`config.mk`:
```
export PLATFORM = sky130hd
export DESIGN_NAME = alu_op_sequencer_flat
export DESIGN_NICKNAME = d
export VERILOG_FILES = /design/src/rtl/alu_pkg.sv /design/src/rtl/alu_op_sequencer_if.sv /design/src/rtl/alu_comb_core.sv /design/src/rtl/alu_op_sequencer.sv /design/src/flat_wrapper.sv
export SDC_FILE = /design/constraint.sdc
export NUM_CORES = 1
export LEC_CHECK = 0
export BUFFER_PORTS_ARGS = -buffer_cell sky130_fd_sc_hd__buf_2
export CAP_MARGIN = 20
export CORE_ASPECT_RATIO = 1.4
export CORE_MARGIN = 4
export CORE_UTILIZATION = 62
export CTS_BUF_LIST = sky130_fd_sc_hd__clkbuf_2 sky130_fd_sc_hd__clkbuf_4 sky130_fd_sc_hd__clkbuf_8
export CTS_CLUSTER_DIAMETER = 30
export CTS_CLUSTER_SIZE = 10
export DETAILED_ROUTE_END_ITERATION = 6
export HOLD_SLACK_MARGIN = 0.05
export PLACE_DENSITY_LB_ADDON = 0.08
export SYNTH_ARGS = -nofsm -noshare
export SYNTH_HDL_FRONTEND = slang
export SYNTH_HIERARCHICAL = 1
export SYNTH_SLANG_ARGS = --single-unit
```
`constraint.sdc`:
```
create_clock -name clk -period 3.01 [get_ports clk]
set_clock_uncertainty 0.05 [all_clocks]
set_input_delay 0.301 -clock clk [delete_from_list [all_inputs] [get_ports clk]]
set_output_delay 0.301 -clock clk [all_outputs]
set_load 0.02 [all_outputs]
```
`src/rtl/alu_pkg.sv`:
```
// Shared opcode encodings and sequencer state type for the ALU front end.
package alu_pkg;

  localparam logic [2:0] OP_ADD  = 3'b000;
  localparam logic [2:0] OP_SUB  = 3'b001;
  localparam logic [2:0] OP_AND  = 3'b010;
  localparam logic [2:0] OP_OR   = 3'b011;
  localparam logic [2:0] OP_NOTA = 3'b100;
  localparam logic [2:0] OP_NOTB = 3'b101;
  localparam logic [2:0] OP_SHL  = 3'b110;
  localparam logic [2:0] OP_MUL  = 3'b111;

  typedef enum logic [1:0] {
    S_IDLE = 2'd0,
    S_EXEC = 2'd1,
    S_DONE = 2'd2
  } state_t;

endpackage

```
`src/rtl/alu_op_sequencer_if.sv`:
```
// Request/response bundle between a requester (master) and the ALU sequencer (slave).
interface alu_op_sequencer_if #(
  parameter int N = 4
);
  logic         req_valid;
  logic         req_ready;
  logic [2:0]   req_op;
  logic [N-1:0] req_a;
  logic [N-1:0] req_b;
  logic         rsp_valid;
  logic         rsp_ready;
  logic [N-1:0] rsp_y;
  logic         rsp_carry;
  logic         rsp_zero;
  logic         rsp_ovf;
  logic         busy;

  modport master (
    output req_valid, req_op, req_a, req_b, rsp_ready,
    input  req_ready, rsp_valid, rsp_y, rsp_carry, rsp_zero, rsp_ovf, busy
  );

  modport slave (
    input  req_valid, req_op, req_a, req_b, rsp_ready,
    output req_ready, rsp_valid, rsp_y, rsp_carry, rsp_zero, rsp_ovf, busy
  );
endinterface

```
`src/rtl/alu_comb_core.sv`:
```
// Single-cycle ALU datapath: ADD/SUB/AND/OR/NOTA/NOTB over latched operands.
module alu_comb_core
  import alu_pkg::*;
#(
  parameter int N = 4
) (
  input  logic [2:0]   op,
  input  logic [N-1:0] a,
  input  logic [N-1:0] b,
  output logic [N-1:0] y,
  output logic         carry,
  output logic         ovf
);

  logic [N:0] sum;
  logic [N:0] diff;

  assign sum  = {1'b0, a} + {1'b0, b};
  assign diff = {1'b0, a} - {1'b0, b};

  always_comb begin
    y     = '0;
    carry = 1'b0;
    ovf   = 1'b0;
    case (op)
      OP_ADD: begin
        y     = sum[N-1:0];
        carry = sum[N];
        ovf   = (a[N-1] == b[N-1]) && (sum[N-1] != a[N-1]);
      end
      OP_SUB: begin
        // bit N of the widened difference is the unsigned borrow
        y     = diff[N-1:0];
        carry = diff[N];
        ovf   = (a[N-1] != b[N-1]) && (diff[N-1] != a[N-1]);
      end
      OP_AND:  y = a & b;
      OP_OR:   y = a | b;
      OP_NOTA: y = ~a;
      OP_NOTB: y = ~b;
      default: y = '0;
    endcase
  end

endmodule

```
`src/rtl/alu_op_sequencer.sv`:
```
// ALU request/response sequencer: single-cycle ops via alu_comb_core, SHL and MUL
// iterated in EXEC; result held in DONE until the consumer accepts it.
module alu_op_sequencer
  import alu_pkg::*;
#(
  parameter int N = 4
) (
  input logic               clk,
  input logic               rst,
  alu_op_sequencer_if.slave bus
);

  localparam int CNT_W = $clog2(N) + 1;

  state_t             state;
  logic [2:0]         op_q;
  logic [N-1:0]       a_q;
  logic [N-1:0]       b_q;
  logic [2*N-1:0]     mcand;
  logic [2*N-1:0]     acc;
  logic [2*N-1:0]     acc_next;
  logic [CNT_W-1:0]   cnt;
  logic [N-1:0]       sh_next;
  logic [N-1:0]       core_y;
  logic               core_carry;
  logic               core_ovf;
  logic               fin;
  logic [N-1:0]       fin_y;
  logic               fin_carry;
  logic               fin_ovf;

  alu_comb_core #(.N(N)) u_core (
    .op    (op_q),
    .a     (a_q),
    .b     (b_q),
    .y     (core_y),
    .carry (core_carry),
    .ovf   (core_ovf)
  );

  assign sh_next       = {a_q[N-2:0], 1'b0};
  assign acc_next      = acc + (b_q[0] ? mcand : '0);
  assign bus.req_ready = (state == S_IDLE) && !rst;

  // Decides whether this EXEC cycle completes the op and what gets registered.
  always_comb begin
    fin       = 1'b1;
    fin_y     = core_y;
    fin_carry = core_carry;
    fin_ovf   = core_ovf;
    case (op_q)
      OP_SHL: begin
        fin_ovf = 1'b0;
        if (cnt == '0) begin
          fin_y     = a_q;
          fin_carry = 1'b0;
        end else begin
          fin       = (cnt == CNT_W'(1));
          fin_y     = sh_next;
          fin_carry = a_q[N-1];
        end
      end
      OP_MUL: begin
        fin       = (cnt == CNT_W'(1));
        fin_y     = acc_next[N-1:0];
        fin_carry = |acc_next[2*N-1:N];
        fin_ovf   = 1'b0;
      end
      default: ;
    endcase
  end

  always_ff @(posedge clk or posedge rst) begin
    if (rst) begin
      state         <= S_IDLE;
      op_q          <= '0;
      a_q           <= '0;
      b_q           <= '0;
      mcand         <= '0;
      acc           <= '0;
      cnt           <= '0;
      bus.rsp_valid <= 1'b0;
      bus.rsp_y     <= '0;
      bus.rsp_carry <= 1'b0;
      bus.rsp_zero  <= 1'b0;
      bus.rsp_ovf   <= 1'b0;
      bus.busy      <= 1'b0;
    end else begin
      case (state)
        S_IDLE: begin
          if (bus.req_valid && bus.req_ready) begin
            op_q     <= bus.req_op;
            a_q      <= bus.req_a;
            b_q      <= bus.req_b;
            mcand    <= {{N{1'b0}}, bus.req_a};
            acc      <= '0;
            cnt      <= (bus.req_op == OP_MUL) ? CNT_W'(N)
                                               : {1'b0, bus.req_b[CNT_W-2:0]};
            bus.busy <= 1'b1;
            state    <= S_EXEC;
          end
        end
        S_EXEC: begin
          if (op_q == OP_SHL && cnt != '0) begin
            a_q <= sh_next;
            cnt <= cnt - CNT_W'(1);
          end
          if (op_q == OP_MUL) begin
            acc   <= acc_next;
            mcand <= {mcand[2*N-2:0], 1'b0};
            b_q   <= {1'b0, b_q[N-1:1]};
            cnt   <= cnt - CNT_W'(1);
          end
          if (fin) begin
            bus.rsp_y     <= fin_y;
            bus.rsp_carry <= fin_carry;
            bus.rsp_zero  <= (fin_y == '0);
            bus.rsp_ovf   <= fin_ovf;
            bus.rsp_valid <= 1'b1;
            state         <= S_DONE;
          end
        end
        S_DONE: begin
          if (bus.rsp_ready) begin
            bus.rsp_valid <= 1'b0;
            bus.busy      <= 1'b0;
            state         <= S_IDLE;
          end
        end
        default: state <= S_IDLE;
      endcase
    end
  end

endmodule
```
`src/flat_wrapper.sv`:
```
// flat-port wrapper written by rule: the top's interface ports become plain ports
module alu_op_sequencer_flat import alu_pkg::*;
#(
  parameter int N = 4
)
  (clk, rst, bus_req_valid, bus_req_op, bus_req_a, bus_req_b, bus_rsp_ready, bus_req_ready, bus_rsp_valid, bus_rsp_y, bus_rsp_carry, bus_rsp_zero, bus_rsp_ovf, bus_busy);
  alu_op_sequencer_if #(.N(N)) bus_i ();
  input logic clk;
  input logic rst;
  input wire logic [$bits(bus_i.req_valid)-1:0] bus_req_valid;
  input wire logic [$bits(bus_i.req_op)-1:0] bus_req_op;
  input wire logic [$bits(bus_i.req_a)-1:0] bus_req_a;
  input wire logic [$bits(bus_i.req_b)-1:0] bus_req_b;
  input wire logic [$bits(bus_i.rsp_ready)-1:0] bus_rsp_ready;
  output wire logic [$bits(bus_i.req_ready)-1:0] bus_req_ready;
  output wire logic [$bits(bus_i.rsp_valid)-1:0] bus_rsp_valid;
  output wire logic [$bits(bus_i.rsp_y)-1:0] bus_rsp_y;
  output wire logic [$bits(bus_i.rsp_carry)-1:0] bus_rsp_carry;
  output wire logic [$bits(bus_i.rsp_zero)-1:0] bus_rsp_zero;
  output wire logic [$bits(bus_i.rsp_ovf)-1:0] bus_rsp_ovf;
  output wire logic [$bits(bus_i.busy)-1:0] bus_busy;
  assign bus_i.req_valid = bus_req_valid;
  assign bus_i.req_op = bus_req_op;
  assign bus_i.req_a = bus_req_a;
  assign bus_i.req_b = bus_req_b;
  assign bus_i.rsp_ready = bus_rsp_ready;
  assign bus_req_ready = bus_i.req_ready;
  assign bus_rsp_valid = bus_i.rsp_valid;
  assign bus_rsp_y = bus_i.rsp_y;
  assign bus_rsp_carry = bus_i.rsp_carry;
  assign bus_rsp_zero = bus_i.rsp_zero;
  assign bus_rsp_ovf = bus_i.rsp_ovf;
  assign bus_busy = bus_i.busy;
  alu_op_sequencer #(.N(N)) u_core (.clk(clk), .rst(rst), .bus(bus_i));
endmodule
```
# ---- Word level (Yosys, flattened, before mapping)
# Cells that the tools add are included.
dict set report word_totals {
  ff_bits 41
  in_bits 15
  out_inout_bits 10
  word_cells 103
}
dict set report classes {
  n_addsub 4
  eq_ne 21
  n_mux 37
  bitwise 4
  n_reduce_logical 24
}
# cell n
set op_table {}
lappend op_table {{$mux 8} 5}
lappend op_table {{$pmux 8 s2} 2}
lappend op_table {{$pmux 4 s2} 3}
lappend op_table {{$pmux 4 s6} 1}
lappend op_table {{$mux 4} 5}
lappend op_table {{$reduce_and 3->1} 6}
lappend op_table {{$eq 3x3->1 const B} 5}
lappend op_table {{$mux 3} 4}
lappend op_table {{$pmux 1 s2} 6}
lappend op_table {{$add 8x8->8} 1}
lappend op_table {{$not 4->4} 2}
lappend op_table {{$eq 3x1->1 const B} 2}
lappend op_table {{$eq 3x2->1 const B} 2}
lappend op_table {{$logic_not 3->1} 2}
lappend op_table {{$mux 1} 6}
lappend op_table {{$mux 2} 3}
lappend op_table {{$ne 2x1->1 const B} 3}
lappend op_table {{$pmux 2 s3} 1}
lappend op_table {{$pmux 3 s2} 1}
lappend op_table {{$reduce_bool 2->1} 3}
lappend op_table {{$add 4x4->5} 1}
lappend op_table {{$logic_and 1x1->1} 5}
lappend op_table {{$sub 4x4->5} 1}
lappend op_table {{$and 4x4->4} 1}
lappend op_table {{15 further kinds} 19}

# ---- Depth between registers and ports, before layout
dict set report logic_depth {
  depth_word 5
  depth_mapped 11
  ltp_nobuf 11
}

# ---- Hierarchy
# The synthesis kept the hierarchy.
# module instances cells_per_inst area_per_inst_um2 seq_area_each_um2
set modules_own_cells {}
lappend modules_own_cells {alu_op_sequencer 1 236 2357.3 1026.0}
lappend modules_own_cells {alu_comb_core 1 82 625.6 0.0}

# ---- Least setup slack after synthesis
# No wires, ideal clock.
dict set report synth_path {
  kind {reg2reg}
  start {reg u_core.b_q[0]}
  end {reg u_core.bus.rsp_carry}
  setup_time_ns 0.129
  arrival_time_ns 2.131
  t_required_ns 2.831
  path_slack_ns 0.699
  path_stages_with_launch 9
  path_buffers 0
  period_less_slack_ns 2.311
  cell_sequence {dfrtp_1 > and2_1 > ha_1 > fa_1 > a211oi_2 > nor2_1 > nor2_1 > o221ai_1 > o41a_1}
}
dict set report synth_between {
  elab_chain_len 4
  elab_cells_between_ends 7
  classes_between {3 x add/sub; 3 x mux; 1 x reduce/logical}
}
# element line
set synth_lines {}
lappend synth_lines {{from (decl)} alu_op_sequencer.sv:18} ;# logic [N-1:0] b_q;
lappend synth_lines {{from (signal assigned)} alu_op_sequencer.sv:94} ;# b_q <= bus.req_b;
lappend synth_lines {{from (signal assigned)} alu_op_sequencer.sv:111} ;# b_q <= {1'b0, b_q[N-1:1]};
lappend synth_lines {{$mux 8} alu_op_sequencer.sv:42} ;# assign acc_next = acc + (b_q[0] ? mcand : '0);
lappend synth_lines {{$add 8x8->8} alu_op_sequencer.sv:42}
lappend synth_lines {{$reduce_or 4->1} alu_op_sequencer.sv:66} ;# fin_carry = |acc_next[2*N-1:N];
lappend synth_lines {{$pmux 1 s2 *} alu_op_sequencer.sv:51} ;# case (op_q)
lappend synth_lines {{to (signal assigned)} alu_op_sequencer.sv:116} ;# bus.rsp_carry <= fin_carry;
lappend synth_lines {{to (decl)} alu_op_sequencer_if.sv:25} ;# output req_ready, rsp_valid, rsp_y, rsp_carry, rsp_zero, rsp_ovf, busy
# Every way passes the cells marked *; elsewhere a longest branch is shown, timed or not.
# A chain may end at the register's enable or synchronous reset.

# ---- Worst setup path after layout
dict set report layout_path {
  start {reg u_core.b_q[0]}
  end {reg u_core.bus.rsp_carry}
}
dict set report layout_between {
  elab_cells_between_ends 7
  classes_between {3 x add/sub; 3 x mux; 1 x reduce/logical}
}
# element line
set layout_rtl {}
lappend layout_rtl {{$sub 4x4->5 or $add 4x4->5 (tied branches)} {alu_comb_core.sv:19, alu_comb_core.sv:18}}
lappend layout_rtl {{$pmux 1 s2 *} alu_comb_core.sv:25} ;# case (op)
lappend layout_rtl {{net u_core.core_carry} alu_op_sequencer.sv:25} ;# logic core_carry;
lappend layout_rtl {{$pmux 1 s2 *} alu_op_sequencer.sv:51}
# Mark *: on every way through the listed nets, which the timed path passes. The rest lies on a longest branch.

==> impl_metrics.tcl <==
set metrics [dict create \
    antenna_cells 0 \
    finalHoldViolCount 0 \
    portBuffers 24 \
    path_class "flip-flop to flip-flop" \
    critPathMaxFanout 13 \
    n_fill_cell 391 \
    synth_fp_nets 358 \
    whs_path_depth 3 \
    grt_pass1_wl_mm 11.23 \
    vias_per_cell 5.961 \
    grt_pass1_vias 2409 \
    final-max-slew-violation-count 0 \
    drcViolationCount 0 \
    ios 25 \
    r2r_slack_ps 420 \
    nets 384 \
    root_buffer "clkbuf_8" \
    cts_tree "done" \
    holdPathEnd "u_core/op_q[2]" \
    start_util_pct 64.73 \
    status "complete, no violations" \
    synth.top_cell.area_share_pct 34.40 \
    tns_ps 0 \
    crit_chain "ha_1 -> inv_1 -> fa_1 -> and2b_2 -> o21ai_1 -> a211o_1 -> a21oi_1 -> nand2_1 -> o311ai_0 -> mux2_2 -> o41a_1" \
    critPathLaunchType "flip-flop" \
    place_area_um2 3148 \
    r2r_cells 11 \
    die_x_um 66.62 \
    gr-usage-all-layers_pct 24.39 \
    syn_area_um2 2983 \
    maxCapViolCount 0 \
    timing.slew.headroom_pct 62.96 \
    synth_cell_types 66 \
    critPathTopFamily "compound AO/OA/AOI/OAI gates" \
    synth_ff_type "dfrtp_1" \
    cts_max_level 2 \
    drt-total-wl_mm 6.698 \
    arrival_ps 2770 \
    ys_warn_count 6 \
    crit_slowest_cell "dfrtp_1" \
    synth.largest_area_cell "dfrtp_1" \
    synth_area_leaders "dfrtp_1 (34%), ha_1 (9.2%), nand2_1 (5.0%)" \
    rsz0062_at_grt "no" \
    overflow 0 \
    post_cts_resized 0 \
    core_um2 4608 \
    clkTransAtPathRegs_ps 70 \
    clock_latency_ps 290 \
    dp_hpwl_mm 5.047 \
    r2r_end "u_core/bus.rsp_carry" \
    finalCriticalPeriod_ps 2594 \
    dieArea_um2 6000 \
    vias 2426 \
    p_leak_uw 0.001539 \
    wl_per_cell_um 16.46 \
    cts_made_buffers 5 \
    cts_sinks 41 \
    synthCells 318 \
    holdCritPathClass "primary input to flip-flop" \
    r2r_start "u_core/b_q[0]" \
    fmax_ghz 0.3855 \
    layout_commonest_cell "dfrtp_1" \
    cp_data_required_time_ps 3180 \
    ys_async_sr_fraction_pct 100.0 \
    ant_nets 0 \
    final.period_utilization_pct 86.17 \
    routabilityCongestion 0.8664 \
    rows 29 \
    first_pass_iters 4 \
    die_y_um 90.07 \
    area_growth_pct 9.270 \
    critPathCaptureType "flip-flop" \
    min_from "bus_req_op[2]" \
    max_stage_delay_ps 570 \
    drive_gt1_share_pct 19.42 \
    p_per_area_nw_per_um2 956.0 \
    path_buf_inv 1 \
    synth-edff-count 0 \
    drt_iter0_markers 103 \
    finalSetupViolCount 0 \
    grt_max_degree 31 \
    clockBufferDepth 2 \
    final_design_area_no_fill_um2 3259 \
    seq_area_frac_synth_pct 34.40 \
    peakVddDrop_v 0.0005346 \
    antenna_found_initial 0 \
    tightestPinTransition_ps 555.5 \
    ys_ff_latch 41 \
    final_cell_mix "dfrtp_1 (41), nand2_1 (40), buf_2 (24), o21ai_0 (23)" \
    avgSynthCellArea_um2 9.380 \
]
==> per-layer routing <==
metal / part of all wire, % / track usage (%) / vias up
li1: - / - / 1199
met4: 2.7 / 11.19 / 0
met2: 53 / 40.98 / 51
met1: 41 / 30.34 / 1164
met5: 0 / 0 / -
met3: 3.0 / 3.117 / 12
==> kinds of logic (layout without fill, tap and decap cells) <==
family	Yosys count	after routing	synth area share, %
AOI/OAI and AO/OA	95	95	24.37
xor gates and xnor gates	7	7	2.055
adders and majority gates	25	25	11.24
buffers and inverters	36	63	5.746
DFF	41	41	34.40
muxes	12	12	4.614
and+or+nand+nor	102	102	17.58
==> area by class of cell <==
class | count | area (um^2) | share of cell area [%]
clock inverter | 1 | 5.005 | 0.1536
sequential | 41 | 1026 | 31.48
inverter | 23 | 86.33 | 2.649
tap | 62 | 77.57 | 2.380
timing repair buffer | 32 | 182.7 | 5.605
clock buffer | 7 | 96.34 | 2.956
multi-input combinational | 241 | 1785 | 54.78
==> worst max path at each step <==
| stage | startpoint | to | slack (ps) | cells past startpoint |
|---|---|---|---|---|
| after detailed placement | u_core/b_q[0] | u_core/bus.rsp_carry | 450 | 11 |
| after floorplan | u_core/b_q[0] | u_core/bus.rsp_carry | 700 | 8 |
| after global placement | u_core/b_q[0] | u_core/bus.rsp_carry | 490 | 11 |
| after CTS | u_core/b_q[0] | u_core/bus.rsp_carry | 430 | 11 |
| after global routing | u_core/b_q[0] | u_core/bus.rsp_carry | 180 | 11 |
| final | u_core/b_q[0] | u_core/bus.rsp_carry | 420 | 11 |
==> report_power, final <==
| part | switching [uW] | leakage [uW] | total, uW | internal (uW) |
|---|---|---|---|---|
| combinational | 994 | 0.000961 | 1750 | 758 |
| sequential | 251 | 0.000523 | 975 | 724 |
| clock | 182 | 0.0000542 | 389 | 207 |
| total | 1430 | 0.00154 | 3120 | 1690 |
==> repair_timing <==
action                    CTS  global route
hold buffers                1             0
setup buffers               0             0
hold endpoints to repair   11             0
==> cells in the mapped netlist, drive strengths merged, types with 6 or more instances <==
cell,n
a21oi,11
o21ai,28
dfrtp,41
inv,23
nand2,42
nor3,7
nor2,16
buf,12
ha,22
nand3,6
a211oi,6
a22o,14
and2,9
mux2i,7
==> stage by stage <==
step                      util, %  power [uW]  cells  setup slack (ps)  hold WS [ps]
after floorplan                 -        2294    318             699.2         356.4
after global placement      68.31        2703    398             491.7         287.0
after detailed placement    68.31        2728    398             452.9         294.6
after CTS                   70.73        3125    407             426.5         160.0
after global routing        70.73        3382    407             180.5         163.9
final                       70.73        3116    407             416.2         172.8
==> worst min-delay path: cells and delay by family <==
family,cells,cell delay [ps]
AND/OR/NAND/NOR,2,90
buffers and inverters,1,90
==> state kept, by name (all words and copies together) (netlist names) <==
register              count
u_core/bus.rsp_zero       1
u_core/bus.rsp_ovf        1
u_core/bus.rsp_valid      1
u_core/bus.busy           1
u_core/state              2
u_core/a_q                4
u_core/b_q                4
u_core/bus.rsp_carry      1
u_core/op_q               3
u_core/mcand              8
u_core/bus.rsp_y          4
u_core/cnt                3
u_core/acc                8
Power figures use the tool's default switching activity.
